## src/rtl/dummy_accelerator_pkg.sv

```systemverilog
// Shared types for the dummy accelerator and its issue controller.
// ctl_type_t is the operation control code carried with every request.
// Only ITERATIVE and PIPELINE are legal; the two remaining encodings are
// reserved, and the issue controller drops them.
package dummy_accelerator_pkg;

    typedef enum logic [1:0] {
        EU_CTL_ITERATIVE = 2'd0,
        EU_CTL_PIPELINE  = 2'd1,
        EU_CTL_RSVD2     = 2'd2,
        EU_CTL_RSVD3     = 2'd3
    } ctl_type_t;

endpackage

```

## src/rtl/dummy_accelerator_issue_ctrl.sv

```systemverilog
// dummy_accelerator_issue_ctrl
//
// Issue scheduler between the coprocessor request path and the accelerator.
// It counts in-flight operations, which are ops that have been issued but
// have not completed. It only lets an op of a different ctl mode through
// after every outstanding op of the current mode has completed. It also caps
// the number of in-flight ops, drops reserved ctl codes with an error pulse,
// and clears its state on flush.
//
// Ports
//   clk_i          clock; all state changes on the rising edge
//   rst_i          synchronous active-high reset; dominates every other input
//   flush_i        synchronous clear; same next state as reset, and it also
//                  ignores late responses until the next issue
//   req_valid_i    upstream op request
//   req_ready_o    upstream accept; also high for a dropped illegal op
//   req_ctl_i      ctl of the requested op
//   acc_valid_o    valid to the accelerator; never depends on acc_ready_i
//   acc_ready_i    accelerator ready
//   acc_ctl_o      ctl to the accelerator; a pass-through of req_ctl_i
//   rsp_valid_i    accelerator result present
//   rsp_ready_i    downstream accepts the result
//   busy_o         scheduler is not idle
//   draining_o     waiting for the current mode to empty before a mode switch
//   mode_o         mode of the ops in flight
//   outstanding_o  in-flight op count
//   err_o          one-cycle pulse for an illegal ctl code or a response
//                  arriving with nothing outstanding
module dummy_accelerator_issue_ctrl
    import dummy_accelerator_pkg::*;
#(
    parameter int unsigned MAX_OUTSTANDING = 8,
    parameter int unsigned CNT_WIDTH       = $clog2(MAX_OUTSTANDING + 1)
) (
    input  logic                 clk_i,
    input  logic                 rst_i,
    input  logic                 flush_i,
    input  logic                 req_valid_i,
    output logic                 req_ready_o,
    input  ctl_type_t            req_ctl_i,
    output logic                 acc_valid_o,
    input  logic                 acc_ready_i,
    output ctl_type_t            acc_ctl_o,
    input  logic                 rsp_valid_i,
    input  logic                 rsp_ready_i,
    output logic                 busy_o,
    output logic                 draining_o,
    output ctl_type_t            mode_o,
    output logic [CNT_WIDTH-1:0] outstanding_o,
    output logic                 err_o
);

    typedef enum logic [1:0] {
        ST_IDLE   = 2'd0,
        ST_ACTIVE = 2'd1,
        ST_DRAIN  = 2'd2
    } state_t;

    localparam logic [CNT_WIDTH-1:0] CNT_MAX  = CNT_WIDTH'(MAX_OUTSTANDING);
    localparam logic [CNT_WIDTH-1:0] CNT_ONE  = CNT_WIDTH'(1);
    localparam logic [CNT_WIDTH-1:0] CNT_ZERO = '0;

    state_t               state_q, state_d;
    logic [CNT_WIDTH-1:0] cnt_q,   cnt_d;
    ctl_type_t            mode_q,  mode_d;
    logic                 err_q,   err_d;
    logic                 ign_q,   ign_d;

    logic legal;
    logic allow;
    logic clr;
    logic illegal_drop;
    logic issue;
    logic done_raw;
    logic done_eff;
    logic done_cnt;
    logic underflow;

    // Request classification and the admission rule. The full check uses the
    // registered count only. A completion in the same cycle therefore never
    // opens the gate combinationally.
    always_comb begin
        legal = (req_ctl_i == EU_CTL_ITERATIVE) || (req_ctl_i == EU_CTL_PIPELINE);
        clr   = rst_i | flush_i;
        allow = (state_q == ST_IDLE) ||
                ((state_q == ST_ACTIVE) && (req_ctl_i == mode_q) && (cnt_q < CNT_MAX));
    end

    // Handshake toward upstream and the accelerator. Reset and flush cycles
    // accept nothing. A drain blocks every request, including illegal ones.
    // Otherwise an illegal code is consumed and dropped without reaching the
    // accelerator.
    always_comb begin
        acc_valid_o  = 1'b0;
        req_ready_o  = 1'b0;
        illegal_drop = 1'b0;
        if (!clr && (state_q != ST_DRAIN)) begin
            if (!legal) begin
                req_ready_o  = 1'b1;
                illegal_drop = req_valid_i;
            end else begin
                acc_valid_o = req_valid_i & allow;
                req_ready_o = acc_ready_i & allow;
            end
        end
    end

    assign acc_ctl_o = req_ctl_i;

    // Completion accounting. After a flush, completions from ops issued before
    // the flush are ignored silently until the next issue. A completion with
    // nothing outstanding is reported as an error and does not touch the
    // count.
    always_comb begin
        issue     = acc_valid_o & acc_ready_i;
        done_raw  = rsp_valid_i & rsp_ready_i;
        done_eff  = done_raw & ~ign_q;
        underflow = done_eff & (cnt_q == CNT_ZERO);
        done_cnt  = done_eff & (cnt_q != CNT_ZERO);
    end

    always_comb begin
        cnt_d = cnt_q;
        case ({issue, done_cnt})
            2'b10:   cnt_d = cnt_q + CNT_ONE;
            2'b01:   cnt_d = cnt_q - CNT_ONE;
            default: cnt_d = cnt_q;
        endcase
    end

    // Mode FSM. The mode is latched only on an issue from IDLE. A different
    // mode therefore has to wait in DRAIN until the count reaches zero. It
    // then issues from IDLE on the following cycle.
    always_comb begin
        state_d = state_q;
        mode_d  = mode_q;
        case (state_q)
            ST_IDLE: begin
                if (issue) begin
                    mode_d  = req_ctl_i;
                    state_d = ST_ACTIVE;
                end
            end
            ST_ACTIVE: begin
                if ((cnt_d == CNT_ZERO) && !issue) begin
                    state_d = ST_IDLE;
                end else if (req_valid_i && legal && (req_ctl_i != mode_q)) begin
                    state_d = ST_DRAIN;
                end
            end
            ST_DRAIN: begin
                if (cnt_d == CNT_ZERO) begin
                    state_d = ST_IDLE;
                end
            end
            default: state_d = ST_IDLE;
        endcase
    end

    always_comb begin
        err_d = illegal_drop | underflow;
        ign_d = issue ? 1'b0 : ign_q;
    end

    always_ff @(posedge clk_i) begin
        if (rst_i) begin
            state_q <= ST_IDLE;
            cnt_q   <= CNT_ZERO;
            mode_q  <= EU_CTL_ITERATIVE;
            err_q   <= 1'b0;
            ign_q   <= 1'b0;
        end else if (flush_i) begin
            state_q <= ST_IDLE;
            cnt_q   <= CNT_ZERO;
            mode_q  <= EU_CTL_ITERATIVE;
            err_q   <= 1'b0;
            ign_q   <= 1'b1;
        end else begin
            state_q <= state_d;
            cnt_q   <= cnt_d;
            mode_q  <= mode_d;
            err_q   <= err_d;
            ign_q   <= ign_d;
        end
    end

    assign busy_o        = (state_q != ST_IDLE);
    assign draining_o    = (state_q == ST_DRAIN);
    assign mode_o        = mode_q;
    assign outstanding_o = cnt_q;
    assign err_o         = err_q;

endmodule
```

## config.mk

```make
export PLATFORM = sky130hd
export DESIGN_NAME = dummy_accelerator_issue_ctrl
export DESIGN_NICKNAME = d
export VERILOG_FILES = /design/src/rtl/dummy_accelerator_pkg.sv /design/src/rtl/dummy_accelerator_issue_ctrl.sv
export SDC_FILE = /design/constraint.sdc
export NUM_CORES = 1
export LEC_CHECK = 0
export CAP_MARGIN = 20
export CORE_UTILIZATION = 42
export DETAILED_ROUTE_END_ITERATION = 10
export PLACE_DENSITY = 0.84
export REMOVE_ABC_BUFFERS = 1
export SLEW_MARGIN = 10
export SYNTH_ARGS = -nofsm -noshare
export SYNTH_HDL_FRONTEND = slang
export SYNTH_SLANG_ARGS = --single-unit
```

## constraint.sdc

```tcl
create_clock -name clk_i -period 6.3 [get_ports clk_i]
set_clock_uncertainty 0.1 [all_clocks]
set_input_delay 1.26 -clock clk_i [delete_from_list [all_inputs] [get_ports clk_i]]
set_output_delay 1.26 -clock clk_i [all_outputs]
set_load 0.01 [all_outputs]
```

==> reports/metrics.yaml <==
timing:
  slew_headroom_pct: 74.6
  max_clock_freq_ghz: 0.216
  maxSlewViolCount: 0
  setup_viol: 0
  hold_violations: 0
  worst_slew_pin_slew_ps: 377
  finalCritPeriodShare_pct: 73.5
  layout_setup_ws_ps: 1670
  period_needed_ps: 4630
  hold_slack_ps: 373
  finalSetupTns_ps: 0
  rsz0062_at_grt: "no"
layout:
  diodes: 0
  final_common_cell: "clkdlybuf4s50_1"
  nets: 114
  final_cell_mix: "clkdlybuf4s50_1, nor2_1, dfxtp_1"
  fin_area_um2: 926
  n_fill_cell: 126
  drive_gt1_share_pct: 12.9
  syn2layout_area_growth_pct: 31.9
  instances_no_fill: 117
drt:
  via_per_inst: 5.60
  drc: 0
  wire_per_inst_um: 13.2
  route.vias.total: 655
  ant_nets: 0
  totalWireLength_mm: 1.54
  drtIter0Drc: 16
  firstDrtPassIters: 4
clock_tree:
  post_cts_buffers: 0
  htreeDepth: 1
  cts_tree: "built"
  cts_root_buf: "clkbuf_4"
  post_cts_resized: 0
  insertion_delay_ps: 270
  clock_sinks: 10
  path_clk_slew_ps: 70
  cts_buffers: 3
  cts_max_path_buffers: 2
  holdBufCountCts: 0
floorplan:
  io_pins: 22
  rows: 14
  dieWidth_um: 42.9
  die-area_um2: 1840
  core_um2: 1540
  die_y_um: 42.9
  start_util_pct: 45.5
hold_path:
  whs_path_depth: 2
  hp-class: "reg -> reg"
grt:
  antenna_found_initial: 0
  grt_max_degree: 10
  grt_pass1_vias: 568
  gr-total-overflow: 0
  grt_pass1_wl_mm: 2.48
  track_usage_pct: 17.8
yosys:
  netlist_instances: 82
  synth_area_um2: 702
  synth_top_cell_area_share_pct: 28.5
  yosysUniqueCellTypes: 38
  yosys.area.top_type: "dfxtp_1"
  ys.flop_type: "dfxtp_1"
  syn_area_per_cell_um2: 8.56
  synth_edf_count: 0
  synth.area.top_cells: "dfxtp_1, nor2_1, ha_1"
  ys_warn_count: 0
  ys_seq_area_share_pct: 28.5
  ys_seq_elements: 10
  synthArstFlopShare_pct: 0
worst_setup_path:
  endpoint_kind: "output port"
  worstSetupPathType: "in -> out"
  path_max_fanout: 6
  start_kind: "input port"
  slowest_delay_ps: 560
  worstPathRequired_ps: 4940
  path_cells: "clkdlybuf4s50_1 > xor2_1 > o31ai_1 > a21oi_1 > a211oi_1 > clkdlybuf4s50_1"
  arrival_ps: 3270
  r2r_cells: 11
  cp_common_cell: "clkdlybuf4s50_1"
  cp_slowest_cell: "clkdlybuf4s50_1"
place:
  placed_area_um2: 890
  dp_hpwl_mm: 1.19
  dp_cells: 113
  pre_cts_slack_ps: 1690
  portBuffers: 21
  place.gp.congestion: 0.842
power:
  cellPowerDensity_nw_per_um2: 153
  worst_ir_drop_vdd_mv: 0.0886
  power_leakage_nw: 0.363
outcome:
  status: "finished, final reports clean"
run:
  maxCapViolations: 0
[area by class of cell]
class	instances	area [µm²]	area share, %
Timing Repair Buffer	21	210	22.7
Inverter	1	3.75	0.405
Tap cell	16	20.0	2.16
Clock buffer	4	36.3	3.92
Multi-Input combinational cell	65	455	49.2
Sequential cell	10	200	21.6
[state kept, by name, indices dropped and copies added, names as in the netlist]
name and cells:
err_o 1, mode_o 2, ign_q 1, outstanding_o 4, state_q 2
[worst paths after layout]
kind | from | end | slack (ps)
setup / recovery | req_ctl_i[1] | req_ready_o | 1670
hold / removal | mode_o[1] | mode_o[1] | 370
setup reg to reg | mode_o[1] | state_q[0] | 3180
hold reg to reg | mode_o[1] | mode_o[1] | 370
[kinds of logic after synthesis]
logic type                 share of synthesized area (%)
AOI/OAI and AO/OA                                   19.4
xor gates and xnor gates                            6.24
adders and majority gates                           5.35
buffers and inverters                               6.59
DFF                                                 28.5
muxes                                               7.13
and+or+nand+nor                                     26.7
[per-layer routing]
| layer | part of all wire (%) | global-route usage [%] |
|---|---|---|
| met1 | 45 | 21.8 |
| met2 | 47 | 29.7 |
| met3 | 5.8 | 5.11 |
| met4 | 1.4 | 5.63 |
| met5 | 0 | 0 |
[worst max-delay path: cells and delay by family]
family | cells | cell delay, ps
buffers and inverters | 2 | 1090
AO/OA/AOI/OAI | 3 | 730
XOR/XNOR | 1 | 190
[cell usage after synthesis (all sizes together) (2+ instances only)]
cell type and instances:
o31ai 2, nor2b 3, a211oi 2, ha 3, buf 5, o21ai 2
a21oi 5, nand2 5, xor2 4, nor2 12, or2 2, nor3b 2
nor3 5, mux2 2, dfxtp 10, mux2i 2
[metrics by stage]
stage,total power [mW],util [%]
after CTS,0.142,60.1
after global routing,0.148,60.1
final,0.142,60.1
after global placement,0.0835,57.7
after detailed placement,0.0839,57.7
after floorplan,0.0726,-
[power by group]
part           internal, mW  switching, mW
clock network        0.0351         0.0241
logic               0.00999        0.00777
registers            0.0640       0.000621
Power figures use the tool's default switching activity.
